## src/rtl/cp0_exc_unit_pkg.sv

```systemverilog
// rtl/cp0_exc_unit_pkg.sv - CP0 register numbers, exception codes and field positions
package cp0_exc_unit_pkg;

  localparam logic [4:0] REG_SR    = 5'd12;
  localparam logic [4:0] REG_CAUSE = 5'd13;
  localparam logic [4:0] REG_EPC   = 5'd14;
  localparam logic [4:0] REG_PRID  = 5'd15;

  localparam logic [4:0] EXC_INT  = 5'd0;
  localparam logic [4:0] EXC_ADEL = 5'd4;
  localparam logic [4:0] EXC_ADES = 5'd5;
  localparam logic [4:0] EXC_RI   = 5'd10;
  localparam logic [4:0] EXC_OV   = 5'd12;

  localparam logic [31:0] HANDLER_ADDR = 32'h0000_4180;

  // SR: IM[15:10], EXL[1], IE[0]; Cause: BD[31], IP[15:10], ExcCode[6:2]
  localparam int SR_IM_LO       = 10;
  localparam int SR_EXL         = 1;
  localparam int SR_IE          = 0;
  localparam int CAUSE_BD       = 31;
  localparam int CAUSE_IP_LO    = 10;
  localparam int CAUSE_EXC_LO   = 2;

endpackage

```

## src/rtl/cp0_exc_unit.sv

```systemverilog
// rtl/cp0_exc_unit.sv - M-stage CP0: SR/Cause/EPC/PRId, mfc0/mtc0/eret, interrupt and exception entry
module cp0_exc_unit
  import cp0_exc_unit_pkg::*;
#(
  parameter logic [31:0] PRID         = 32'h0000_4A37,
  parameter bit          EXC_PC_ALIGN = 1'b1
) (
  input  logic        clk,
  input  logic        reset,
  input  logic [4:0]  A,
  input  logic [31:0] DIn,
  input  logic        WE,
  input  logic [31:0] PC,
  input  logic        BD,
  input  logic [4:0]  ExcCodeIn,
  input  logic [5:0]  HWInt,
  input  logic        EXLClr,
  output logic        IntReq,
  output logic [31:0] EPC,
  output logic [31:0] DOut
);

  logic [5:0]  im;
  logic        exl;
  logic        ie;
  logic        bd_q;
  logic [5:0]  ip;
  logic [4:0]  exc_code;
  logic [31:0] epc_q;

  logic        int_pend;
  logic        exc_pend;
  logic [31:0] victim_pc;

  function automatic logic [31:0] align_pc(input logic [31:0] x);
    return EXC_PC_ALIGN ? {x[31:2], 2'b00} : x;
  endfunction

  assign int_pend  = (|(HWInt & im)) & ie & ~exl;
  assign exc_pend  = (ExcCodeIn != EXC_INT) & ~exl;
  assign IntReq    = int_pend | exc_pend;
  assign victim_pc = BD ? (PC - 32'd4) : PC;
  assign EPC       = epc_q;

  always_ff @(posedge clk) begin
    if (reset) begin
      im       <= '0;
      exl      <= 1'b0;
      ie       <= 1'b0;
      bd_q     <= 1'b0;
      ip       <= '0;
      exc_code <= '0;
      epc_q    <= '0;
    end else begin
      ip <= HWInt;
      if (IntReq) begin
        // The M instruction is flushed, so its mtc0/eret never take effect.
        exl      <= 1'b1;
        bd_q     <= BD;
        exc_code <= int_pend ? EXC_INT : ExcCodeIn;
        epc_q    <= align_pc(victim_pc);
      end else begin
        if (WE && A == REG_SR) begin
          im  <= DIn[SR_IM_LO +: 6];
          exl <= DIn[SR_EXL];
          ie  <= DIn[SR_IE];
        end
        if (WE && A == REG_EPC)
          epc_q <= align_pc(DIn);
        // eret overrides a same-cycle SR write for EXL only
        if (EXLClr)
          exl <= 1'b0;
      end
    end
  end

  always_comb begin
    DOut = '0;
    case (A)
      REG_SR: begin
        DOut[SR_IM_LO +: 6] = im;
        DOut[SR_EXL]        = exl;
        DOut[SR_IE]         = ie;
      end
      REG_CAUSE: begin
        DOut[CAUSE_BD]          = bd_q;
        DOut[CAUSE_IP_LO +: 6]  = ip;
        DOut[CAUSE_EXC_LO +: 5] = exc_code;
      end
      REG_EPC:  DOut = epc_q;
      REG_PRID: DOut = PRID;
      default:  DOut = '0;
    endcase
  end

endmodule

```

## config.mk

```make
export PLATFORM = sky130hd
export DESIGN_NAME = cp0_exc_unit
export DESIGN_NICKNAME = d
export VERILOG_FILES = /design/src/rtl/cp0_exc_unit_pkg.sv /design/src/rtl/cp0_exc_unit.sv
export SDC_FILE = /design/constraint.sdc
export NUM_CORES = 1
export LEC_CHECK = 0
export CAP_MARGIN = 10
export CORE_MARGIN = 3
export CORE_UTILIZATION = 42
export DETAILED_ROUTE_END_ITERATION = 16
export GPL_TIMING_DRIVEN = 1
export MAX_ROUTING_LAYER = met4
export PLACE_DENSITY = 0.82
export SLEW_MARGIN = 10
export SYNTH_ARGS = -nofsm -noshare
export SYNTH_HDL_FRONTEND = slang
export SYNTH_SLANG_ARGS = --single-unit
```

## constraint.sdc

```tcl
create_clock -name clk -period 5.52 [get_ports clk]
set_input_delay 0.828 -clock clk [delete_from_list [all_inputs] [get_ports clk]]
set_output_delay 0.828 -clock clk [all_outputs]
set_load 0.02 [all_outputs]
```

==> results of run 1 <==
==> cell type report <==
cell class	count	share of cell area, %
multi-input cells	306	43.0
repair buffers	148	31.1
flip-flops and latches	50	21.2
well taps	99	2.62
clock buffers	5	1.46
inverters	4	0.318
clock inverters	2	0.292
==> worst paths after layout <==
path	start	endpoint	slack, ps
setup / recovery	A[0]	DOut[29]	1320
hold / removal	exc_code[1]	exc_code[1]	470
setup reg to reg	im[0]	EPC[28]	3550
hold reg to reg	exc_code[1]	exc_code[1]	470
==> placed cells by master (no fill, tap or decap), types with 3 or more instances in the layout <==
cell type	count
a311oi_1	12
a21oi_1	16
nand2_1	30
nor4_1	5
inv_1	3
clkdlybuf4s50_1	144
and3_1	18
nand3_1	17
buf_4	3
dfxtp_1	50
o21ai_0	5
nor2_1	40
a211oi_2	3
xor2_1	6
a22oi_1	3
or3_1	4
clkbuf_8	5
nor2b_1	12
nor4_2	5
nor3_1	11
and2_1	19
xnor2_1	20
mux2i_1	12
a22o_1	3
a211oi_1	36
==> critical path: cells and delay by family <==
kind	cells	cell delay (ps)
simple gates	3	710
buf+inv	3	1820
==> flip-flops by register name, indices dropped and copies added, names as in the netlist <==
name and count:
im 6, EPC 30, ie 1, exl 1, ip 6, bd_q 1
exc_code 5
==> metal layers <==
layer | track usage, % | wire, um
met5 | - | 0
met4 | 4.64 | 89
met3 | 3.70 | 731
met2 | 40.2 | 5200
met1 | 32.7 | 4600
==> kinds of logic (layout without fill, tap and decap cells) <==
group	Yosys count	after routing	synth area share, %
other	1	2	0.118
buffers and inverters	37	159	4.80
flip-flops	50	50	31.5
XOR/XNOR	26	26	7.17
adder cells (fa/ha/maj)	1	1	0.394
AO/OA/AOI/OAI	84	84	19.3
multiplexers	12	12	3.78
AND/OR/NAND/NOR	181	181	32.9
==> per-stage QoR <==
step | hold WS (ps) | setup WS [ps]
2_1_floorplan | 432 | 2430
3_3_place_gp | 439 | 1380
3_5_place_dp | 455 | 1350
4_1_cts | 471 | 1350
5_1_grt | 488 | 1190
6_report | 467 | 1320
==> report_power, final <==
part | switching [uW] | internal (uW)
Clock | 128 | 87.9
Sequential | 21.4 | 388
Combinational | 129 | 130
==> results.yml, run 1 <==
outcome:
  status: "finished clean"
synth:
  syn_inst: 392
  synth_warnings: 0
  synthTopCellsByCount: "dfxtp_1, nor2_1, a211oi_1, nand2_1, clkbuf_1"
  synth.area.top_cells: "dfxtp_1, a211oi_1, xnor2_1, nor2_1, mux2i_1"
  synth_most_common_cell: "dfxtp_1"
  synth_top_area_share_pct: 31.5
  async_flop_share_pct: 0
  yosys_most_used_dff: "dfxtp_1"
  ys_ff_latch: 50
  synth_cell_types: 49
  netlist_area_sq_um: 3180
  yosysSeqAreaShare_pct: 31.5
  synth-edff-count: 0
  synth.largest_area_cell: "dfxtp_1"
  synth.avg_cell_area_sq_um: 8.10
final_layout:
  areaGrowthSynthToFinish_pct: 48.6
  n_antenna_cell: 0
  fin_util_pct: 64.7
  final_area_sq_um: 4720
  multi_input_area_sq_um: 2030
  seqCellArea_sq_um: 1000
  n_fill_cell: 634
  nNetsFinal: 601
  final_cells: 614
  drive_gt1_share_pct: 5.83
clock_tree:
  cts_root_buf: "clkbuf_8"
  max-clock-path-buffers: 2
  cts_tree: "built"
  clkLatencyLatePin_ps: 310
  clock_sinks: 50
  cts_buffers: 5
  postCtsResizedCells: 0
  ctsHoldBuffers: 0
  path_clk_slew_ps: 100
  postCtsSetupBuffers: 0
  htreeDepth: 2
worst_setup_path:
  crit_fanout: 48
  cp.required_ps: 4690
  start_kind: "input pin"
  path_cells: "clkdlybuf4s50_1 -> nand2b_1 -> nor2_2 -> buf_4 -> and2_1 -> clkdlybuf4s50_1"
  endpoint_kind: "output pin"
  critPathMaxStageDelay_ps: 810
  arrival_ps: 3370
  path_common_cell: "clkdlybuf4s50_1"
  path_class: "input pin to output pin"
  reg2reg_depth: 6
  cp_slowest_cell: "clkdlybuf4s50_1"
timing:
  finClkSkew_ps: 7.74
  slew_headroom_pct: 23.9
  fmax_mhz: 238
  period_needed_ps: 4200
  tns_ps: 0
  worst_pin_slew_ps: 1140
  maxSlewViolCount: 0
  setup_viol_count_final: 0
  finalCritPeriodShare_pct: 76.1
  rsz0062_at_grt: "no"
  hold_violations: 0
die:
  die_h_um: 93.0
  die-area_sq_um: 8640
  initial_core_util_pct: 43.6
  num_rows: 31
  pin_count: 150
  dieWidth_um: 93.0
  coreArea_sq_um: 7290
placed_design:
  dp_hpwl_um: 7930
  postPlaceCellArea_sq_um: 4640
  dp.cells: 607
  io_buffers: 145
  gp_congestion: 0.891
detailed_routing:
  remaining_drc_errors: 0
  wirelength_um: 10600
  vias: 3418
  first_iter_violations: 249
  wl_per_cell_um: 17.3
  drtAntennaViolNets: 0
  first_pass_iters: 4
  vias_per_cell: 5.57
pwr:
  powerDensity_nw_per_um2: 187
  p_leak_uw: 0.00166
  power_uw: 884
  peakVddDrop_mv: 0.101
global_route:
  grt_pass1_vias: 3138
  grt_usage_pct: 24.6
  overflow: 0
  antenna_found_initial: 0
  grt_pass1_wl_um: 16600
  grt_start_max_net_pins: 51
worst_hold_path:
  whs_path_depth: 2
  worstHoldPathType: "register to register"
job:
  drv_cap: 0
Note: power is estimated with default switching activity, not from simulation.
==> inputs of run 2 (changes only) <==
CORE_UTILIZATION = 38   (was 42)
PLACE_DENSITY = 0.78   (was 0.82)
clock period = 3.7 ns   (was 5.52 ns; I/O delays follow)
==> results.yml, run 2 (same netlist as run 1, synthesis figures left out) <==
worst_hold_path:
  min-delay-start: "exc_code[4]"
  whs_endpoint: "exc_code[4]"
  whs_path_depth: 2
  worstHoldPathType: "register to register"
pwr:
  peakVddDrop_mv: 0.142
  power_uw: 1320
  p_leak_uw: 0.00169
  powerDensity_nw_per_um2: 275
clock_tree:
  cts_buffers: 5
  postCtsSetupBuffers: 0
  cts_root_buf: "clkbuf_8"
  ctsHoldBuffers: 0
  cts_tree: "built"
  path_clk_slew_ps: 90
  clkLatencyLatePin_ps: 310
  postCtsResizedCells: 0
  clock_sinks: 50
  htreeDepth: 2
  max-clock-path-buffers: 2
timing:
  rsz0062_at_grt: "no"
  fmax_mhz: 299
  period_needed_ps: 3340
  finClkSkew_ps: 3.86
  worst_pin_slew_ps: 990
  hold_violations: 0
  maxSlewViolCount: 0
  setup_viol_count_final: 0
  finalCritPeriodShare_pct: 90.3
  slew_headroom_pct: 34.0
  tns_ps: 0
  setup_slack_ps: 359
detailed_routing:
  wl_per_cell_um: 16.9
  wirelength_um: 10500
  remaining_drc_errors: 0
  first_pass_iters: 5
  first_iter_violations: 157
  vias_per_cell: 5.36
  vias: 3340
  drtAntennaViolNets: 0
global_route:
  overflow: 0
  grt_start_max_net_pins: 51
  grt_pass1_vias: 3230
  grt_usage_pct: 22.5
  antenna_found_initial: 0
  grt_pass1_wl_um: 17200
placed_design:
  post-place-ws_ps: 386
  gp_congestion: 0.816
  dp_hpwl_um: 7990
  dp.cells: 616
  io_buffers: 145
job:
  drv_cap: 0
final_layout:
  multi_input_area_sq_um: 2030
  seqCellArea_sq_um: 1000
  drive_gt1_share_pct: 6.91
  final_cells: 623
  largest_reg_flops: 30
  nNetsFinal: 607
  n_antenna_cell: 0
  final_cell_mix: "clkdlybuf4s50_1, dfxtp_1, nor2_1"
  areaGrowthSynthToFinish_pct: 50.4
  n_fill_cell: 709
  layout_commonest_cell: "clkdlybuf4s50_1"
die:
  coreArea_sq_um: 7930
  die-area_sq_um: 9490
  initial_core_util_pct: 40.1
  pin_count: 150
  dieWidth_um: 97.4
  die_h_um: 97.4
  num_rows: 32
worst_setup_path:
  crit_fanout: 9
  cp.required_ps: 3140
  worst-r2r-setup-slack_ps: 1700
  reg2reg_depth: 7
  endpoint_kind: "output pin"
  start_kind: "input pin"
  rr_endpoint: "EPC[28]"
  arrival_ps: 2790
  reg2reg_from: "im[2]"
  path_class: "input pin to output pin"
outcome:
  status: "finished clean"
-- run 2: changes by cell type in the layout (fill, tap and decap cells not counted) --
cell	before	now
inv_6	1	0
buf_4	3	8
clkinv_2	1	2
buf_12	0	1
-- run 2: final cells by class --
type	count	share of cell area [%]
timing repair buffer	154	31.9
tap	102	2.67
clock inverter	2	0.209
multi-input combinational	306	42.5
clock buffer	5	1.44
sequential	50	20.9
inverter	4	0.314
-- run 2: worst max path at each step --
stage,start,end,slack (ps),cells past startpoint
after global routing,A[0],DOut[3],240,6
after floorplan,A[4],DOut[22],1160,6
after CTS,A[0],DOut[31],380,6
final,A[0],DOut[31],360,6
after detailed placement,A[0],DOut[31],390,6
after global placement,A[0],DOut[31],410,6
-- run 2: report_power, final --
group | switching (uW) | internal, uW
sequential | 31.2 | 579
combinational | 194 | 198
clock | 186 | 128
-- run 2: through the flow --
| stage | hold WS, ps | utilization (%) | instance area (sq um) |
|---|---|---|---|
| finish | 457 | 60.3 | 4780 |
| global route | 493 | 60.3 | 4780 |
| CTS | 461 | 60.3 | 4780 |
| detailed placement | 448 | 59.3 | 4700 |
| global placement | 438 | 59.3 | 4700 |
| floorplan | 432 | - | 3180 |
-- run 2: routing by layer --
layer  vias to the layer above  part of all wire, %  track usage (%)
met3                        13                  4.7             2.51
li1                       1675                    -                -
met5                         -                    0                -
met1                      1533                   45             30.7
met4                         0                  1.5             6.07
met2                       119                   49             35.6
-- run 2: worst max-delay path, cell delays in order --
cell and delay (ps):
clkdlybuf4s50_1 590, buf_4 260, nor2b_1 460, a22oi_1 170, nor2_1 130, clkdlybuf4s50_1 610
